**src/rtl/mem_copy_pkg.sv**
```systemverilog
// Shared definitions for the byte-wise memory copy engine: state encoding,
// default bus widths and a small state-decode helper.
package mem_copy_pkg;

    localparam int DEFAULT_ADDR_WIDTH = 8;
    localparam int DEFAULT_DATA_WIDTH = 8;

    typedef enum logic [1:0] {
        IDLE  = 2'd0,
        READ  = 2'd1,
        WRITE = 2'd2,
        DONE  = 2'd3
    } copy_state_t;

    function automatic logic state_is_busy(input copy_state_t st);
        return (st != IDLE);
    endfunction

endpackage

```
**src/rtl/mem_copy_engine.sv**
```systemverilog
// Byte-wise memory copy engine: alternates one read and one write per byte,
// ascending, with wrapping pointers and a single-cycle done pulse.
module mem_copy_engine
    import mem_copy_pkg::*;
#(
    parameter int ADDR_WIDTH = DEFAULT_ADDR_WIDTH,
    parameter int DATA_WIDTH = DEFAULT_DATA_WIDTH
) (
    input  logic                  clock,
    input  logic                  reset_n,
    input  logic                  start,
    input  logic [ADDR_WIDTH-1:0] src_addr,
    input  logic [ADDR_WIDTH-1:0] dst_addr,
    input  logic [ADDR_WIDTH-1:0] length,
    output logic                  busy,
    output logic                  done,
    output logic [ADDR_WIDTH-1:0] mem_address,
    output logic                  mem_read,
    output logic                  mem_write,
    output logic [DATA_WIDTH-1:0] mem_write_data,
    input  logic [DATA_WIDTH-1:0] mem_read_data
);

    localparam logic [ADDR_WIDTH-1:0] ADDR_ZERO = {ADDR_WIDTH{1'b0}};
    localparam logic [ADDR_WIDTH-1:0] ADDR_ONE  = {{(ADDR_WIDTH-1){1'b0}}, 1'b1};
    localparam logic [DATA_WIDTH-1:0] DATA_ZERO = {DATA_WIDTH{1'b0}};

    copy_state_t           state_r;
    copy_state_t           state_next_s;
    logic [ADDR_WIDTH-1:0] src_ptr_r;
    logic [ADDR_WIDTH-1:0] src_ptr_next_s;
    logic [ADDR_WIDTH-1:0] dst_ptr_r;
    logic [ADDR_WIDTH-1:0] dst_ptr_next_s;
    logic [ADDR_WIDTH-1:0] count_r;
    logic [ADDR_WIDTH-1:0] count_next_s;
    logic [DATA_WIDTH-1:0] data_r;
    logic [DATA_WIDTH-1:0] data_next_s;

    logic                  busy_r;
    logic                  busy_next_s;
    logic                  done_r;
    logic                  done_next_s;
    logic [ADDR_WIDTH-1:0] mem_address_r;
    logic [ADDR_WIDTH-1:0] mem_address_next_s;
    logic                  mem_read_r;
    logic                  mem_read_next_s;
    logic                  mem_write_r;
    logic                  mem_write_next_s;
    logic [DATA_WIDTH-1:0] mem_write_data_r;
    logic [DATA_WIDTH-1:0] mem_write_data_next_s;

    // Next state and datapath: latch the request in IDLE, capture in READ, advance in WRITE.
    always_comb begin
        state_next_s   = state_r;
        src_ptr_next_s = src_ptr_r;
        dst_ptr_next_s = dst_ptr_r;
        count_next_s   = count_r;
        data_next_s    = data_r;
        case (state_r)
            IDLE: begin
                if (start) begin
                    src_ptr_next_s = src_addr;
                    dst_ptr_next_s = dst_addr;
                    count_next_s   = length;
                    if (length != ADDR_ZERO) begin
                        state_next_s = READ;
                    end else begin
                        state_next_s = DONE;
                    end
                end else begin
                    state_next_s = IDLE;
                end
            end
            READ: begin
                data_next_s  = mem_read_data;
                state_next_s = WRITE;
            end
            WRITE: begin
                // Pointers wrap naturally at the address width.
                src_ptr_next_s = src_ptr_r + ADDR_ONE;
                dst_ptr_next_s = dst_ptr_r + ADDR_ONE;
                count_next_s   = count_r - ADDR_ONE;
                if (count_r > ADDR_ONE) begin
                    state_next_s = READ;
                end else begin
                    state_next_s = DONE;
                end
            end
            DONE: begin
                state_next_s = IDLE;
            end
            default: begin
                state_next_s = IDLE;
            end
        endcase
    end

    // Output decode from the upcoming state so the registered outputs line up with it.
    always_comb begin
        busy_next_s           = state_is_busy(state_next_s);
        done_next_s           = (state_next_s == DONE);
        mem_address_next_s    = ADDR_ZERO;
        mem_read_next_s       = 1'b0;
        mem_write_next_s      = 1'b0;
        mem_write_data_next_s = DATA_ZERO;
        case (state_next_s)
            READ: begin
                mem_read_next_s    = 1'b1;
                mem_address_next_s = src_ptr_next_s;
            end
            WRITE: begin
                mem_write_next_s      = 1'b1;
                mem_address_next_s    = dst_ptr_next_s;
                mem_write_data_next_s = data_next_s;
            end
            IDLE, DONE: begin
                mem_read_next_s  = 1'b0;
                mem_write_next_s = 1'b0;
            end
            default: begin
                mem_read_next_s  = 1'b0;
                mem_write_next_s = 1'b0;
            end
        endcase
    end

    // State and datapath registers.
    always_ff @(posedge clock) begin
        if (!reset_n) begin
            state_r   <= IDLE;
            src_ptr_r <= ADDR_ZERO;
            dst_ptr_r <= ADDR_ZERO;
            count_r   <= ADDR_ZERO;
            data_r    <= DATA_ZERO;
        end else begin
            state_r   <= state_next_s;
            src_ptr_r <= src_ptr_next_s;
            dst_ptr_r <= dst_ptr_next_s;
            count_r   <= count_next_s;
            data_r    <= data_next_s;
        end
    end

    // Output registers; reset drops any access on the following cycle.
    always_ff @(posedge clock) begin
        if (!reset_n) begin
            busy_r           <= 1'b0;
            done_r           <= 1'b0;
            mem_address_r    <= ADDR_ZERO;
            mem_read_r       <= 1'b0;
            mem_write_r      <= 1'b0;
            mem_write_data_r <= DATA_ZERO;
        end else begin
            busy_r           <= busy_next_s;
            done_r           <= done_next_s;
            mem_address_r    <= mem_address_next_s;
            mem_read_r       <= mem_read_next_s;
            mem_write_r      <= mem_write_next_s;
            mem_write_data_r <= mem_write_data_next_s;
        end
    end

    assign busy           = busy_r;
    assign done           = done_r;
    assign mem_address    = mem_address_r;
    assign mem_read       = mem_read_r;
    assign mem_write      = mem_write_r;
    assign mem_write_data = mem_write_data_r;

endmodule

```
**config.mk**
```make
export PLATFORM = sky130hd
export DESIGN_NAME = mem_copy_engine
export DESIGN_NICKNAME = d
export VERILOG_FILES = /design/src/rtl/mem_copy_pkg.sv /design/src/rtl/mem_copy_engine.sv
export SDC_FILE = /design/constraint.sdc
export NUM_CORES = 1
export LEC_CHECK = 0
export CORE_UTILIZATION = 35
export CTS_CLUSTER_SIZE = 8
export DETAILED_ROUTE_END_ITERATION = 12
export PLACE_DENSITY = 0.7
export SETUP_SLACK_MARGIN = 0.5
export SLEW_MARGIN = 25
export SYNTH_ARGS = -nofsm -noshare
export SYNTH_HDL_FRONTEND = slang
export SYNTH_SLANG_ARGS = --single-unit
```
**constraint.sdc**
```tcl
create_clock -name clock -period 2.2 [get_ports clock]
set_input_delay 0.55 -clock clock [delete_from_list [all_inputs] [get_ports clock]]
set_output_delay 0.55 -clock clock [all_outputs]
set_load 0.02 [all_outputs]
```
Yosys cells after proc, flatten, opt, wreduce, memory -nomap -nowiden
Index checks and enable logic that the tools add are counted.

Bits in registers: 54. Output and inout port bits: 20.

Add/subtract/negate cells: 3. Magnitude comparators: 1. Eq/ne operators: 7. Mux-type cells: 14. Reductions and logical operators: 6.

Operators with widths (count): 8-bit one-hot mux with 2 select lines (4); 8-bit 2-to-1 mux (4); 8-bit by 1-bit adder with 8-bit output (second input constant) (2); 2-bit equality test (second input constant) (4); 8-bit by 1-bit > comparator with 1-bit output (second input constant) (1); 2-bit one-hot mux with 4 select lines (1); 8-bit nonzero test (1); 8-bit by 1-bit subtractor with 8-bit output (second input constant) (1); 2-bit 2-to-1 mux (3); 2-bit by 1-bit equality test with 1-bit output (second input constant) (2); 2-bit AND reduction (2); 2-bit nonzero test (2); 2-bit logical NOT (1); 1-bit 2-to-1 mux (2); 2-bit != test (second input constant) (1).

Logic depth before layout (Yosys ltp)
Depth after elaboration: 6. Depth in mapped cells: 10. Gate-level depth less buffers: 9.

Worst setup path before layout
Ideal clock, no wire load.

Kind: input port to flip-flop. Start point: input start. End point: register mem_address_r[3], in the netlist mem_address[3]. Library setup time: 0.060 ns. Arrival time: 1.882 ns. Required time: 2.140 ns. Path slack: 0.257 ns. Cell stages on the path: 9. Cell sequence: buf_4 -> nor2b_1 -> nand4_1 -> o311ai_2 -> ha_1 -> nor2b_1 -> nand2_1 -> inv_1 -> a32o_1.

Longest elaborated chain between the ends: 4. Elaborated cells between the ends (all ways): 9. Those cells by class: 2 x eq/ne; 7 x mux.

Ends and longest elaborated chain: start, declared (line mem_copy_engine.sv:11) `input logic start,`; 2-bit 2-to-1 mux (*) (line mem_copy_engine.sv:61) `if (start) begin`; 2-bit one-hot mux with 4 select lines (*) (line mem_copy_engine.sv:59) `case (state_r)`; net state_next_s[1] (line mem_copy_engine.sv:29) `copy_state_t state_next_s;`; 2-bit equality test or 2-bit by 1-bit equality test with 1-bit output (tied branches) (line mem_copy_engine.sv:106) `case (state_next_s)`; 8-bit one-hot mux with 2 select lines (*) (line mem_copy_engine.sv:106); end signal, assigned (line mem_copy_engine.sv:156) `mem_address_r <= mem_address_next_s;`; end, declared (line mem_copy_engine.sv:43) `logic [ADDR_WIDTH-1:0] mem_address_r;`.

Mark *: on every way through the listed nets, which the timed path passes. The rest lies on a longest branch. A chain may end at the register's enable or synchronous reset.

Worst setup path after layout
Start point: register state_r[1]. End point: register mem_address_r[3], in the netlist mem_address[3].

Longest elaborated chain between the ends: 4. Elaborated cells between the ends (all ways): 10. Those cells by class: 5 x eq/ne; 4 x mux; 1 x reduce/logical.

Ends and longest elaborated chain: start, declared (line mem_copy_engine.sv:28) `copy_state_t state_r;`; start signal, assigned (line mem_copy_engine.sv:136) `state_r <= state_next_s;`; 2-bit equality test (tied with other cells) (line mem_copy_engine.sv:59); 2-bit one-hot mux with 4 select lines (*) (line mem_copy_engine.sv:59); net state_next_s[1] (line mem_copy_engine.sv:29); 2-bit equality test or 2-bit by 1-bit equality test with 1-bit output (tied branches) (line mem_copy_engine.sv:106); 8-bit one-hot mux with 2 select lines (*) (line mem_copy_engine.sv:106).

Marked as above.

==> flow_summary.ini <==
[outcome]
outcome = finished clean

[yosys]
synth_top_area_cell = dfxtp_1
synth_cell_types = 54
syn_nets = 360
syn_avg_cell_area_um2 = 8.628
yosysWarnings = 0
netlist_instances = 317
async_reset_ff_share_pct = 0
synth_area_leaders = dfxtp_1 (40%), a21oi_1 (4.4%), nor2_1 (4.0%)
netlist_top_cells_count = dfxtp_1 (54), nor2_1 (29), nand2_1 (28), a21oi_1 (24), and2_1 (17)
synth.most_common_cell = dfxtp_1
syn_area_um2 = 2735
yosysSeqAreaShare_pct = 39.52
synth_top_area_share_pct = 39.52
ys_ff_latch = 54
synthFlopType = dfxtp_1
synth_edf_count = 0

[die]
rows = 31
core_um2 = 7408
pin_count = 55
initial_core_util_pct = 36.92
die-area_um2 = 8172
dieHeight_um = 90.40
die_w_um = 90.40

[timing]
finalWorstSetupSlack_ps = 436.4
tightest_slew_ps = 530.6
fin_skew_ps = 6.887
timing.hold.ws_ps = 464.0
fin_crit_sh_pct = 80.16
rsz0062_at_grt = yes
period_needed_ps = 1764
slew_headroom_pct = 64.55
maxSlewViolCount = 0
finalSetupViolCount = 0
hold_viol_final = 0
fmax_ghz = 0.5670

[hold_path]
worstHoldStart = data_r[1]
worstHoldPathCells = 2
min_path_type = flop to flop

[power]
p_int_mw = 1.568
power_frac_clock_pct = 25.7
vdd_drop_max_uv = 268.8
power-per-cell-area_nw_per_um2 = 607.6
p_leak_nw = 1.548
p_seq_share_pct = 48.7
p_sw_uw = 726.0
total_power_mw = 2.294
p_sw_share_pct = 31.64
combPwrFrac_pct = 25.6

[routing]
drtAntennaViolNets = 0
routed_wl_mm = 7.408
vias = 2643
drc = 0
vias_per_cell = 5.416
wl_per_cell_um = 15.18
first_iter_violations = 90
firstDrtPassIters = 4

[worst_setup_path]
rr_startpoint = state_r[1]
critPathArrivalTime_ps = 2040
reg2reg_depth = 9
cp.depth = 9
critPathMaxStageDelay_ps = 370
r2r_slack_ps = 440
cp_top_family = simple AND/OR/NAND/NOR gates
path_cells = buf_12 -> nor2_2 -> nand4_1 -> o311ai_4 -> ha_1 -> nor2b_4 -> nand2_4 -> inv_2 -> a32o_1
cp-end-kind = flop
startpoint = state_r[1]
slowest_stage = dfxtp_4
worstPathRequired_ps = 2470
path_max_fanout = 6
path_buf_inv = 2
crit_end = mem_address[3]
worst_r2r_endpoint = mem_address[3]
cp-start-kind = flop
critPathKind = flop to flop

[global_route]
grt_overflow_total = 0
grt_max_degree = 35
track_usage_pct = 18.49
first_global_vias = 2445
antenna_found_initial = 0
grt_pass1_wl_mm = 12.19

[final_layout]
final_layout_size_suffix_gt1_share_pct = 20.57
final_area_um2 = 3776
nNetsFinal = 431
diodes = 0
fillers = 675
syn2layout_area_growth_pct = 38.06

[clock_tree]
htreeDepth = 2
clockRootBuffer = clkbuf_8
cts_buffer_depth = 2
path_clk_slew_ps = 110
clkSinkCount = 54
numCtsBuffers = 5
worstSkewPairLatency_ps = 320
cts_tree = built

[placement]
place_area_um2 = 3502
port_buffers = 54
dp_hpwl_mm = 5.209
gp_congestion = 0.8650
place_worst_setup_slack_ps = -244.5

[job]
timing.max_cap.violations = 0
cell usage in the layout (no fill, tap or decap), types with 6 or more instances in the layout:
master	netlist	routed
a21oi_1	24	24
and2_1	17	17
buf_4	4	27
clkdlybuf4s50_1	0	25
dfxtp_1	54	47
dlygate4sd2_1	0	24
nand2_1	28	25
nand2b_1	9	9
nand3_1	7	7
nand4_1	6	6
nor2_1	29	27
o211ai_1	6	6
o21ai_0	10	10
o21ai_1	7	6
o221ai_1	7	6
cells by family after synthesis:
kind of cell | count (synthesis) | synth area share [%]
AO/OA/AOI/OAI | 87 | 22.14
XOR/XNOR | 1 | 0.3203
adder cells (fa/ha/maj) | 8 | 3.660
buffers and inverters | 31 | 6.130
flip-flops | 54 | 39.52
multiplexers | 5 | 2.287
AND/OR/NAND/NOR | 131 | 25.94
metal layers:
layer,GRT usage (%),share of wire (%),vias up
met5,0,0,-
met4,7.527,2.4,0
met3,2.862,4.0,16
met2,29.01,46,79
met1,25.25,48,1260
li1,-,-,1288
worst min-delay path, delay by kind of cell (launching register included):
family | cells | cell delay, ps
DFF | 1 | 310
and+or+nand+nor | 1 | 40
AOI/OAI and AO/OA | 1 | 60
repair_timing:
action                                  in CTS  in global routing
hold buffers                                 0                  0
gates resized for setup                     62                 18
endpoints found under the setup margin      60                 24
pin swaps                                   11                  6
buffers inserted                             6                  2
how the worst min path moves through the flow:
stage	slack, ps	endpoint
3_5_place_dp	450	data_r[1]
2_1_floorplan	430	data_r[0]
3_3_place_gp	440	data_r[0]
5_1_grt	490	data_r[4]
4_1_cts	470	data_r[1]
6_report	460	data_r[1]
state kept, by name, indices dropped and copies added, names as in the netlist:
name and flops:
mem_write_data 8, mem_address 8, mem_write 1, data_r 8, count_r 8, done 1, src_ptr_r 8, dst_ptr_r 8
busy 1, mem_read 1, state_r 2
per-stage QoR:
step	cells	util, %	setup TNS [ps]
6_report	488	50.97	0
3_5_place_dp	472	47.27	-2194
5_1_grt	488	50.97	0
2_1_floorplan	317	-	0
3_3_place_gp	472	47.27	-1996
4_1_cts	486	49.96	0
cell type report:
class | count | area (µm²) | area share (%)
timing repair buffer | 85 | 783.3 | 20.74
multi-input combinational | 232 | 1638 | 43.37
sequential | 54 | 1095 | 28.99
inverter | 10 | 43.79 | 1.160
tap | 99 | 123.9 | 3.280
clock buffer | 5 | 68.82 | 1.822
clock inverter | 3 | 23.77 | 0.6296
power groups by stage:
stage | combinational [mW] | clock (mW) | sequential, mW
floorplan | 0.309 | 0 | 1.13
global placement | 0.514 | 0 | 1.13
detailed placement | 0.522 | 0 | 1.13
CTS | 0.556 | 0.594 | 1.11
global route | 0.639 | 0.639 | 1.13
finish | 0.587 | 0.590 | 1.12
(Power assumes the default switching activity.)
